==> src/rtl/interrupt_arbiter_if.sv <==
// rtl/interrupt_arbiter_if.sv - request/acknowledge bus between devices, CPU and interrupt_arbiter
interface interrupt_arbiter_if;
    logic [3:0]  req;
    logic        mask_we;
    logic [3:0]  mask_din;
    logic        inta;
    logic        eoi;
    logic        int_out;
    logic [3:0]  ack;
    logic [31:0] vector;
    logic        busy;
    logic [3:0]  mask;

    modport slave (
        input  req, mask_we, mask_din, inta, eoi,
        output int_out, ack, vector, busy, mask
    );

    modport master (
        output req, mask_we, mask_din, inta, eoi,
        input  int_out, ack, vector, busy, mask
    );
endinterface

==> src/rtl/interrupt_arbiter.sv <==
// rtl/interrupt_arbiter.sv - 4-input interrupt arbiter, IDLE/PEND/ACK/SERVICE handshake
// Optional INTERRUPT_ARBITER_ROUND_ROBIN_EN replaces fixed lowest-index priority with rotating priority.
module interrupt_arbiter #(
    parameter logic [31:0] VECTOR_BASE = 32'h0000_0010
) (
    input  logic               clk,
    input  logic               rst,
    interrupt_arbiter_if.slave bus_if
);
    typedef enum logic [1:0] {IDLE, PEND, ACK, SERVICE} state_t;

    state_t     state_q, state_d;
    logic [1:0] winner_q, winner_d;
    logic [3:0] mask_q, mask_d;
    logic [3:0] eligible;
    logic [1:0] pick;

    assign eligible = bus_if.req & ~mask_q;

`ifdef INTERRUPT_ARBITER_ROUND_ROBIN_EN
    logic [1:0] ptr_q, ptr_d;

    // Search upward from the pointer, wrapping; first hit wins.
    always_comb begin
        logic       found;
        logic [1:0] idx;
        pick  = ptr_q;
        found = 1'b0;
        idx   = 2'd0;
        for (int i = 0; i < 4; i++) begin
            idx = ptr_q + 2'(i);
            if (!found && eligible[idx]) begin
                pick  = idx;
                found = 1'b1;
            end
        end
    end
`else
    always_comb begin
        pick = 2'd0;
        if (eligible[0])      pick = 2'd0;
        else if (eligible[1]) pick = 2'd1;
        else if (eligible[2]) pick = 2'd2;
        else if (eligible[3]) pick = 2'd3;
    end
`endif

    always_ff @(posedge clk or posedge rst) begin
        if (rst) begin
            state_q  <= IDLE;
            winner_q <= 2'd0;
            mask_q   <= 4'b0000;
`ifdef INTERRUPT_ARBITER_ROUND_ROBIN_EN
            ptr_q    <= 2'd0;
`endif
        end else begin
            state_q  <= state_d;
            winner_q <= winner_d;
            mask_q   <= mask_d;
`ifdef INTERRUPT_ARBITER_ROUND_ROBIN_EN
            ptr_q    <= ptr_d;
`endif
        end
    end

    always_comb begin
        state_d  = state_q;
        winner_d = winner_q;
        mask_d   = bus_if.mask_we ? bus_if.mask_din : mask_q;
`ifdef INTERRUPT_ARBITER_ROUND_ROBIN_EN
        ptr_d    = ptr_q;
`endif
        case (state_q)
            IDLE: begin
                if (|eligible) begin
                    state_d  = PEND;
                    winner_d = pick;
                end
            end
            PEND: begin
                // An acknowledge on the same edge as a withdrawal still commits.
                if (bus_if.inta) begin
                    state_d = ACK;
`ifdef INTERRUPT_ARBITER_ROUND_ROBIN_EN
                    ptr_d   = winner_q + 2'd1;
`endif
                end else if (!eligible[winner_q]) begin
                    state_d = IDLE;
                end
            end
            ACK:     state_d = SERVICE;
            SERVICE: if (bus_if.eoi) state_d = IDLE;
            default: state_d = IDLE;
        endcase
    end

    always_comb begin
        bus_if.int_out = (state_q == PEND);
        bus_if.busy    = (state_q == SERVICE);
        bus_if.ack     = 4'b0000;
        bus_if.vector  = 32'h0;
        if (state_q == ACK) begin
            bus_if.ack    = 4'b0001 << winner_q;
            bus_if.vector = VECTOR_BASE + {30'd0, winner_q};
        end
    end

    assign bus_if.mask = mask_q;
endmodule
==> src/flat_wrapper.sv <==
// flat-port wrapper written by rule: the top's interface ports become plain ports
module interrupt_arbiter_flat 
#(
    parameter logic [31:0] VECTOR_BASE = 32'h0000_0010
)
  (clk, rst, bus_if_req, bus_if_mask_we, bus_if_mask_din, bus_if_inta, bus_if_eoi, bus_if_int_out, bus_if_ack, bus_if_vector, bus_if_busy, bus_if_mask);
  interrupt_arbiter_if bus_if_i ();
  input  logic clk;
  input  logic rst;
  input wire logic [$bits(bus_if_i.req)-1:0] bus_if_req;
  input wire logic [$bits(bus_if_i.mask_we)-1:0] bus_if_mask_we;
  input wire logic [$bits(bus_if_i.mask_din)-1:0] bus_if_mask_din;
  input wire logic [$bits(bus_if_i.inta)-1:0] bus_if_inta;
  input wire logic [$bits(bus_if_i.eoi)-1:0] bus_if_eoi;
  output wire logic [$bits(bus_if_i.int_out)-1:0] bus_if_int_out;
  output wire logic [$bits(bus_if_i.ack)-1:0] bus_if_ack;
  output wire logic [$bits(bus_if_i.vector)-1:0] bus_if_vector;
  output wire logic [$bits(bus_if_i.busy)-1:0] bus_if_busy;
  output wire logic [$bits(bus_if_i.mask)-1:0] bus_if_mask;
  assign bus_if_i.req = bus_if_req;
  assign bus_if_i.mask_we = bus_if_mask_we;
  assign bus_if_i.mask_din = bus_if_mask_din;
  assign bus_if_i.inta = bus_if_inta;
  assign bus_if_i.eoi = bus_if_eoi;
  assign bus_if_int_out = bus_if_i.int_out;
  assign bus_if_ack = bus_if_i.ack;
  assign bus_if_vector = bus_if_i.vector;
  assign bus_if_busy = bus_if_i.busy;
  assign bus_if_mask = bus_if_i.mask;
  interrupt_arbiter #(.VECTOR_BASE(VECTOR_BASE)) u_core (.clk(clk), .rst(rst), .bus_if(bus_if_i));
endmodule
==> config.mk <==
export PLATFORM = sky130hd
export DESIGN_NAME = interrupt_arbiter_flat
export DESIGN_NICKNAME = d
export VERILOG_FILES = /design/src/rtl/interrupt_arbiter_if.sv /design/src/rtl/interrupt_arbiter.sv /design/src/flat_wrapper.sv
export SDC_FILE = /design/constraint.sdc
export NUM_CORES = 1
export LEC_CHECK = 0
export CORE_ASPECT_RATIO = 1.1
export CORE_MARGIN = 1.5
export CORE_UTILIZATION = 35
export CTS_BUF_LIST = sky130_fd_sc_hd__clkbuf_4 sky130_fd_sc_hd__clkbuf_8
export CTS_CLUSTER_SIZE = 10
export DETAILED_ROUTE_END_ITERATION = 10
export PLACE_DENSITY = 0.86
export REMOVE_ABC_BUFFERS = 1
export SYNTH_ARGS = -nofsm -noshare
export SYNTH_HDL_FRONTEND = slang
export SYNTH_SLANG_ARGS = --single-unit
export TNS_END_PERCENT = 30
==> constraint.sdc <==
create_clock -name clk -period 2.6 [get_ports clk]
set_input_delay 0.65 -clock clk [delete_from_list [all_inputs] [get_ports clk]]
set_output_delay 0.65 -clock clk [all_outputs]
set_load 0.05 [all_outputs]
==> flow_summary.json <==
{
  "track_usage_pct": 11.1,
  "async_reset_ff_share_pct": 100,
  "fin_ws_ns": 0.177,
  "clk_latency_ns": 0.25,
  "portBuffers": 25,
  "rrSetupSlack_ns": 1.23,
  "timing.rr.start": "u_core.bus_if.mask[2]",
  "yosys_most_used_dff": "dfrtp_1",
  "start_kind": "flip-flop",
  "synth.ff_latch_count": 8,
  "dp_slack_ns": 0.330,
  "reg2reg_to": "u_core.winner_q[0]",
  "areaGrowthSynthToFinish_pct": 25.9,
  "drtIter0Drc": 5,
  "fmax_ghz": 0.413,
  "utilization_pct": 47.1,
  "cts_setup_buffers": 0,
  "synth.distinct_cells": 18,
  "ys_top_cells_by_area": "buf_4, dfrtp_1, mux2_2",
  "grt_pass1_wl_mm": 1.83,
  "timing.final.crit_share_pct": 93.2,
  "worst_hold_slack_ns": 0.549,
  "place.gp.congestion": 0.735,
  "ant_nets": 0,
  "clock_path_buffers": 2,
  "clockRootBuffer": "clkbuf_4",
  "switching_share_pct": 54.4,
  "wire_per_inst_um": 9.41,
  "vias": 494,
  "fin_worst_skew_ns": 0.00289,
  "synth_commonest_cells": "buf_4, dfrtp_1, nor2b_1, mux2_2, a21oi_1",
  "grt_max_degree": 9,
  "p_clk_share_pct": 11.0,
  "total_leakage_power_nw": 0.431,
  "viasPerCell": 4.19,
  "cap_violations": 0,
  "violations": "DRC",
  "outcome": "complete, but fails checks",
  "grt.overflow.total": 0,
  "timing.final.max_slew_violations": 0,
  "cts-buffers-inserted": 3,
  "p_switching_w": 0.000465,
  "syn_avg_cell_area_um2": 9.14,
  "cts_tree": "built",
  "seq_power_share_pct": 24.9,
  "drive_gt1_share_pct": 14.0,
  "cp-end-kind": "output pin",
  "cpPeakStageDelay_ns": 0.82,
  "grt_pass1_vias": 453,
  "synth_most_common_cell": "buf_4",
  "finalNetCount": 115,
  "cp_max_fo": 7,
  "max_slew_margin_pct": 66.3,
  "wirelength_mm": 1.11,
  "seq_area_frac_synth_pct": 30.0,
  "drc_errors": 5,
  "worstMarginPinSlew_ns": 0.504,
  "start_util_pct": 37.4,
  "ios": 55,
  "combPwrFrac_pct": 64.1,
  "rsz0062_at_grt": "no",
  "design_area_um2": 840,
  "worstRegToRegCells": 4,
  "post_dp_cell_area_um2": 815,
  "antenna_cells": 0,
  "die_w_um": 44.6,
  "yosysTopAreaCellShare_pct": 32.6,
  "power.density_nw_per_um2": 1020,
  "final_hold_viol_count": 0,
  "cts.clk_slew.worst_paths_ns": 0.05,
  "critPathSlowestCell": "clkdlybuf4s50_1",
  "crit_start": "u_core.state_q[0]",
  "ir_worst_vdd_v": 0.000508,
  "cp_cell_sequence": "and2b_1 > clkdlybuf4s50_1",
  "worstHoldPathType": "reg -> reg",
  "fp-row-count": 16,
  "place_hpwl_um": 920,
  "setup_viol": 0,
  "core_area_um2": 1780,
  "antenna_found_initial": 0,
  "ys.warnings.count": 0,
  "h-tree-depth": 1,
  "synth_top_area_cell": "buf_4",
  "first_pass_iters": 6,
  "worstSetupPathType": "reg -> out",
  "post-route-min-period_ns": 2.42,
  "cts_sinks": 8,
  "p_int_w": 0.000390,
  "cp-endpoint": "bus_if_vector[4]",
  "syn-cell-area_um2": 667,
  "p_total_w": 0.000855,
  "critPathRequiredTime_ns": 1.95,
  "synth-edff-count": 0,
  "netlist_instances": 73,
  "dieArea_um2": 2180,
  "worstPathArrival_ns": 1.77,
  "chipHeight_um": 48.8
}
worst max-delay path: cells and delay by family (launching register included):
kind                   cells  cell delay (ns)
flip-flops                 1             0.42
buffers and inverters      1             0.82
AND/OR/NAND/NOR            1             0.28
placed cells by master (no fill, tap or decap):
| cell | synthesis | final |
|---|---|---|
| conb_1 | 1 | 29 |
| a31oi_1 | 1 | 1 |
| nor3b_1 | 1 | 1 |
| a21oi_1 | 4 | 4 |
| and3_1 | 2 | 2 |
| o21ai_1 | 2 | 2 |
| mux2_2 | 5 | 5 |
| and2_1 | 3 | 3 |
| nor2b_1 | 6 | 6 |
| dlymetal6s2s_1 | 0 | 1 |
| or2_1 | 2 | 2 |
| inv_1 | 2 | 2 |
| and3b_1 | 1 | 1 |
| dfrtp_1 | 8 | 8 |
| nor2_1 | 3 | 3 |
| nand2b_1 | 1 | 1 |
| and2b_1 | 1 | 1 |
| buf_4 | 29 | 5 |
| clkdlybuf4s50_1 | 0 | 19 |
| clkbuf_4 | 0 | 3 |
| mux4_2 | 1 | 1 |
cells by family after synthesis:
family	Yosys count	synth area share [%]
buffers and inverters	31	33.8
AND/OR/NAND/NOR	20	18.4
flip-flops	8	30.0
other	1	0.562
multiplexers	6	11.8
AO/OA/AOI/OAI	7	5.44
metrics by stage:
| step | setup TNS, ns | std cells |
|---|---|---|
| 2_1_floorplan | -0.511 | 72 |
| 3_3_place_gp | 0 | 115 |
| 3_5_place_dp | 0 | 115 |
| 4_1_cts | 0 | 118 |
| 5_1_grt | 0 | 118 |
| 6_report | 0 | 118 |
power by group through the flow:
stage / combinational (W) / sequential (W) / clock [W]
2_1_floorplan: 0.000392 / 0.000225 / 0
3_3_place_gp: 0.000543 / 0.000210 / 0
3_5_place_dp: 0.000551 / 0.000215 / 0
4_1_cts: 0.000551 / 0.000213 / 0.0000979
5_1_grt: 0.000574 / 0.000226 / 0.000104
6_report: 0.000548 / 0.000213 / 0.0000940
per-layer routing:
metal | global-route usage [%] | share of wire, % | up-vias
li1 | - | - | 236
met1 | 13.3 | 38 | 213
met2 | 18.1 | 49 | 43
met3 | 2.22 | 12 | 2
met4 | 6.06 | 0.90 | 0
met5 | 0 | 0 | -
layout make-up:
| class | count | area, um^2 |
|---|---|---|
| repair buffers | 25 | 240 |
| clock buffers | 3 | 22.5 |
| inverters | 2 | 7.51 |
| flip-flops and latches | 8 | 200 |
| fillers | 188 | 942 |
| well taps | 18 | 22.5 |
| multi-input cells | 62 | 347 |
how the worst min path moves through the flow:
| stage | cells past startpoint | slack (ns) | endpoint | startpoint |
|---|---|---|---|---|
| finish | 1 | 0.55 | u_core.bus_if.mask[3] | u_core.bus_if.mask[3] |
| global route | 1 | 0.57 | u_core.bus_if.mask[3] | u_core.bus_if.mask[3] |
| CTS | 1 | 0.55 | u_core.bus_if.mask[3] | u_core.bus_if.mask[3] |
| detailed placement | 1 | 0.54 | u_core.bus_if.mask[3] | u_core.bus_if.mask[3] |
| global placement | 1 | 0.52 | u_core.bus_if.mask[3] | u_core.bus_if.mask[3] |
| floorplan | 1 | 0.47 | async pin | rst |
what timing repair did:
action / 4_1_cts / 5_1_grt
setup endpoints to repair: 0 / 1
hold buffers: 0 / 0
gates resized for setup: 0 / 1
(Power assumes the default switching activity.)
